[src/rtl/spart_pkg.sv]
// Shared SPART definitions: receiver state type, bus register map and
// oversampling-derived tick constants.
package spart_pkg;

  typedef enum logic [2:0] {
    IDLE  = 3'd0,
    START = 3'd1,
    DATA  = 3'd2,
    STOP  = 3'd3,
    BREAK = 3'd4
  } rx_state_t;

  localparam logic [1:0] ADDR_RXBUF  = 2'b00;
  localparam logic [1:0] ADDR_STATUS = 2'b01;

  localparam int unsigned OVERSAMPLE_DEF = 16;

  // Tick index of the mid-bit and end-of-bit points for a given oversample rate.
  function automatic int unsigned half_bit(input int unsigned os);
    return os / 2 - 1;
  endfunction

  function automatic int unsigned full_bit(input int unsigned os);
    return os - 1;
  endfunction

  localparam int unsigned HALF_BIT = OVERSAMPLE_DEF / 2 - 1;
  localparam int unsigned FULL_BIT = OVERSAMPLE_DEF - 1;

endpackage

[src/rtl/spart_sync.sv]
// Two-flop synchronizer for asynchronous SPART serial lines; resets to idle-high.
module spart_sync (
  input  logic clk,
  input  logic rst_n,
  input  logic d,
  output logic q
);

  logic [1:0] stage_q;
  logic [1:0] stage_d;

  always_comb begin
    stage_d = {stage_q[0], d};
  end

  always_ff @(posedge clk or negedge rst_n) begin
    if (!rst_n) begin
      stage_q <= 2'b11;
    end else begin
      stage_q <= stage_d;
    end
  end

  assign q = stage_q[1];

endmodule

[src/rtl/spart_rx.sv]
// SPART receive stage: oversampled 8N1 deframer feeding the bus interface
// receive buffer, data-available and sticky framing-error flags.
module spart_rx
  import spart_pkg::*;
#(
  parameter int unsigned OVERSAMPLE = 16,
  parameter int unsigned DATA_BITS  = 8
) (
  input  logic                 clk,
  input  logic                 rst_n,
  input  logic                 enable,
  input  logic                 rxd,
  input  logic                 iocs,
  input  logic                 iorw,
  input  logic [1:0]           ioaddr,
  output logic [DATA_BITS-1:0] rbuffer,
  output logic                 rda,
  output logic                 frame_err
);

  localparam int unsigned CNT_W  = $clog2(OVERSAMPLE);
  localparam int unsigned BIDX_W = $clog2(DATA_BITS);
  localparam logic [CNT_W-1:0]  HALF_CNT = CNT_W'(half_bit(OVERSAMPLE));
  localparam logic [CNT_W-1:0]  FULL_CNT = CNT_W'(full_bit(OVERSAMPLE));
  localparam logic [BIDX_W-1:0] LAST_BIT = BIDX_W'(DATA_BITS - 1);

  logic                 rxd_s;
  rx_state_t            state_q, state_d;
  logic [CNT_W-1:0]     cnt_q, cnt_d;
  logic [BIDX_W-1:0]    bidx_q, bidx_d;
  logic [DATA_BITS-1:0] shreg_q, shreg_d;
  logic [DATA_BITS-1:0] rbuffer_q, rbuffer_d;
  logic                 rda_q, rda_d;
  logic                 frame_err_q, frame_err_d;
  logic                 rda_set, ferr_set;
  logic                 rd_rxbuf, rd_status;

  spart_sync u_sync (
    .clk   (clk),
    .rst_n (rst_n),
    .d     (rxd),
    .q     (rxd_s)
  );

  assign rd_rxbuf  = iocs & iorw & (ioaddr == ADDR_RXBUF);
  assign rd_status = iocs & iorw & (ioaddr == ADDR_STATUS);

  // Frame FSM; only start detect and break exit run without a baud tick.
  always_comb begin
    state_d   = state_q;
    cnt_d     = cnt_q;
    bidx_d    = bidx_q;
    shreg_d   = shreg_q;
    rbuffer_d = rbuffer_q;
    rda_set   = 1'b0;
    ferr_set  = 1'b0;

    case (state_q)
      IDLE: begin
        if (!rxd_s) begin
          state_d = START;
          cnt_d   = '0;
        end
      end
      START: begin
        if (enable) begin
          if (cnt_q == HALF_CNT) begin
            if (!rxd_s) begin
              state_d = DATA;
              cnt_d   = '0;
              bidx_d  = '0;
            end else begin
              state_d = IDLE;
            end
          end else begin
            cnt_d = cnt_q + CNT_W'(1);
          end
        end
      end
      DATA: begin
        if (enable) begin
          if (cnt_q == FULL_CNT) begin
            cnt_d   = '0;
            shreg_d = {rxd_s, shreg_q[DATA_BITS-1:1]};
            bidx_d  = bidx_q + BIDX_W'(1);
            if (bidx_q == LAST_BIT) begin
              state_d = STOP;
            end
          end else begin
            cnt_d = cnt_q + CNT_W'(1);
          end
        end
      end
      STOP: begin
        if (enable) begin
          if (cnt_q == FULL_CNT) begin
            if (rxd_s) begin
              rbuffer_d = shreg_q;
              rda_set   = 1'b1;
              state_d   = IDLE;
            end else begin
              ferr_set = 1'b1;
              state_d  = BREAK;
            end
          end else begin
            cnt_d = cnt_q + CNT_W'(1);
          end
        end
      end
      BREAK: begin
        if (rxd_s) begin
          state_d = IDLE;
        end
      end
      default: begin
        state_d = IDLE;
      end
    endcase

    // A new byte outranks a same-cycle buffer read.
    rda_d       = rda_set | (rda_q & ~rd_rxbuf);
    frame_err_d = ferr_set | (frame_err_q & ~rd_status);
  end

  always_ff @(posedge clk or negedge rst_n) begin
    if (!rst_n) begin
      state_q     <= IDLE;
      cnt_q       <= '0;
      bidx_q      <= '0;
      shreg_q     <= '0;
      rbuffer_q   <= '0;
      rda_q       <= 1'b0;
      frame_err_q <= 1'b0;
    end else begin
      state_q     <= state_d;
      cnt_q       <= cnt_d;
      bidx_q      <= bidx_d;
      shreg_q     <= shreg_d;
      rbuffer_q   <= rbuffer_d;
      rda_q       <= rda_d;
      frame_err_q <= frame_err_d;
    end
  end

  assign rbuffer   = rbuffer_q;
  assign rda       = rda_q;
  assign frame_err = frame_err_q;

endmodule

[config.mk]
export PLATFORM = sky130hd
export DESIGN_NAME = spart_rx
export DESIGN_NICKNAME = d
export VERILOG_FILES = /design/src/rtl/spart_pkg.sv /design/src/rtl/spart_sync.sv /design/src/rtl/spart_rx.sv
export SDC_FILE = /design/constraint.sdc
export NUM_CORES = 1
export LEC_CHECK = 0
export CAP_MARGIN = 20
export CORE_MARGIN = 2
export CORE_UTILIZATION = 40
export DETAILED_ROUTE_END_ITERATION = 10
export MAX_ROUTING_LAYER = met4
export PLACE_DENSITY = 0.61
export SLEW_MARGIN = 20
export SYNTH_ARGS = -nofsm -noshare
export SYNTH_HDL_FRONTEND = slang
export SYNTH_SLANG_ARGS = --single-unit
[constraint.sdc]
create_clock -name clk -period 4.2 [get_ports clk]
set_input_delay 0.84 -clock clk [delete_from_list [all_inputs] [get_ports clk]]
set_output_delay 0.84 -clock clk [all_outputs]
set_load 0.005 [all_outputs]
==> flow_metrics.tcl <==
set metrics [dict create \
    status "completed" \
    cts_buffer_depth 2 \
    yosysSeqAreaShare_pct 50.1 \
    regToRegSetupSlack_ns 2.01 \
    max-slew-margin-rel_pct 36.6 \
    final_layout_size_suffix_gt1_share_pct 28.6 \
    cts_tree "built" \
    area_delta_synth_final_pct 20.5 \
    grt_setup_unrepaired "no" \
    antenna_found_initial 0 \
    cp.arrival_ns 2.82 \
    num_rows 22 \
    end_kind "flop" \
    syn_area_per_cell_sq_um 13.3 \
    async_reset_ff_share_pct 100 \
    fmax_ghz 0.377 \
    cts_sinks 30 \
    cts_buffers 5 \
    post_cts_resized 0 \
    synth_cells 113 \
    grt_overflow 0 \
    synth_seq_cells 30 \
    hp-class "reg2reg" \
    yosysTopAreaCellShare_pct 46.6 \
    reg2regPathDepth 3 \
    preCtsSetupSlack_ns 1.24 \
    setup_viol 0 \
    synth_top_area_cell "dfrtp_1" \
    cts_hold_buffers 0 \
    critPathRequiredTime_ns 4.36 \
    routabilityCongestion 0.843 \
    wl_um 2400 \
    fin_nets 144 \
    ir_worst_vdd_mv 0.350 \
    wl_per_cell_um 13.3 \
    yosysUniqueCellTypes 42 \
    synth-edff-count 0 \
    die_w_um 65.3 \
    slew_viol_final 0 \
    insertion_delay_ns 0.28 \
    fin_crit_ns 2.65 \
    final_area_sq_um 1810 \
    drtPass1Iterations 4 \
    num_vias 909 \
    maxCapViolCount 0 \
    grt_pass1_vias 967 \
    hold_violations 0 \
    num_antenna_cells 0 \
    r2r-end "shreg_q[0]$_DFFE_PN0P_" \
    syn_nets 124 \
    ys_warn_count 0 \
    mostFrequentLayoutCells "28 x dfrtp_1, 17 x clkdlybuf4s50_1, 15 x mux2_4, 10 x nand2_1, 6 x clkbuf_8" \
    netlist_area_sq_um 1500 \
    worstMarginPinSlew_ns 0.946 \
    ant_nets 0 \
    grtUsageTotal_pct 13.9 \
    min_period_over_period_pct 63.1 \
    ys.flop_type "dfrtp_1" \
    synth_area_leaders "dfrtp_1 47%, mux2_4 15%, dfstp_2 3.5%, ha_1 2.5%, nand2_1 2.5%" \
    p_per_area_nw_per_um2 424 \
    grt_pass1_wl_um 4270 \
    avgViaCountPerCell 5.02 \
    path_class "in2reg" \
    cp_max_fo 11 \
    final_common_cell "dfrtp_1" \
    htree_levels 2 \
    cp-start-kind "input port" \
    drtIter0Drc 45 \
    dieArea_sq_um 4270 \
    initial_utilization_pct 41.4 \
    startpoint "enable" \
    finalSetupTns_ns 0 \
    drc_errors 0 \
    r2r-start "state_q[1]$_DFFE_PN0P_" \
    ios 18 \
    clockRootBuffer "clkbuf_8" \
    dpl_cell_area_sq_um 1700 \
    grt_max_degree 31 \
    clk_pin_slew_ns 0.06 \
    postCtsSetupBuffers 0 \
    die_y_um 65.3 \
    core_area_sq_um 3630 \
    dp_hpwl_um 1720 \
    power.leakage_nw 0.838 \
    worst_slack_ns 1.55 \
    clock_skew_ns 0.00664 \
    crit_end "shreg_q[0]$_DFFE_PN0P_" \
    port_buffers 17 \
]
synthesized netlist by cell type, types with 3 or more instances:
cell type  number
a22o_1          3
dfrtp_1        28
ha_1            3
inv_1           5
mux2_2          3
mux2_4         15
nand2_1        10
nor2_1          3
worst max-delay path, stage by stage:
cell and delay (ns):
clkdlybuf4s50_1 0.69, nand2b_1 0.16, nor3_2 0.74, mux2_1 0.38
cell type report:
class	count	area (sq um)
clock buffers	6	82.6
multi-input cells	73	689
inverters	5	18.8
clock inverters	1	30.0
flip-flops and latches	30	753
well taps	48	60.1
repair buffers	18	178
fillers	334	1820
stage by stage:
stage          instances  power [W]  util (%)  hold slack, ns
2_1_floorplan        113   0.000454         -           0.345
3_3_place_gp         174   0.000479      46.8           0.346
3_5_place_dp         174   0.000483      46.8           0.347
4_1_cts              181   0.000776      49.9           0.355
5_1_grt              181   0.000808      49.9           0.361
6_report             181   0.000769      49.9           0.354
metal layers:
metal	global-route usage, %	part of all wire (%)	vias to the layer above
met4	7.03	1.8	0
met1	15.7	47	443
met3	5.14	3.9	4
met5	-	0	-
met2	21.6	48	14
li1	-	-	448
cells by family (layout without fill, tap and decap cells):
kind of cell,after synthesis,in the layout,share of synthesized area [%]
compound gates,20,20,11.7
fa+ha+maj,3,3,2.50
xor+xnor,1,1,0.582
mux,19,19,18.0
buf+inv,10,30,4.08
simple gates,30,30,13.1
flops,30,30,50.1
worst min path at each step:
stage | startpoint | to | slack [ns] | cells after the start
3_5_place_dp | u_sync.stage_q[0]$_DFF_PN1_ | u_sync.stage_q[1]$_DFF_PN1_ | 0.35 | 0
3_3_place_gp | u_sync.stage_q[0]$_DFF_PN1_ | u_sync.stage_q[1]$_DFF_PN1_ | 0.35 | 0
5_1_grt | u_sync.stage_q[0]$_DFF_PN1_ | u_sync.stage_q[1]$_DFF_PN1_ | 0.36 | 0
4_1_cts | u_sync.stage_q[0]$_DFF_PN1_ | u_sync.stage_q[1]$_DFF_PN1_ | 0.35 | 0
6_report | u_sync.stage_q[0]$_DFF_PN1_ | u_sync.stage_q[1]$_DFF_PN1_ | 0.35 | 0
2_1_floorplan | u_sync.stage_q[0]$_DFF_PN1_ | u_sync.stage_q[1]$_DFF_PN1_ | 0.35 | 0
report_power, final:
part           internal, W  leakage, nW  switching [W]
logic            0.0000645        0.374      0.0000586
registers         0.000311        0.407      0.0000444
clock network     0.000189       0.0573       0.000101
flip-flops by register name (all words and copies together), names as in the netlist:
register,cells
cnt_q,4
shreg_q,8
frame_err,1
state_q,3
rbuffer,8
u_sync.stage_q,2
rda,1
bidx_q,3
Note: power is estimated with default switching activity, not from simulation.
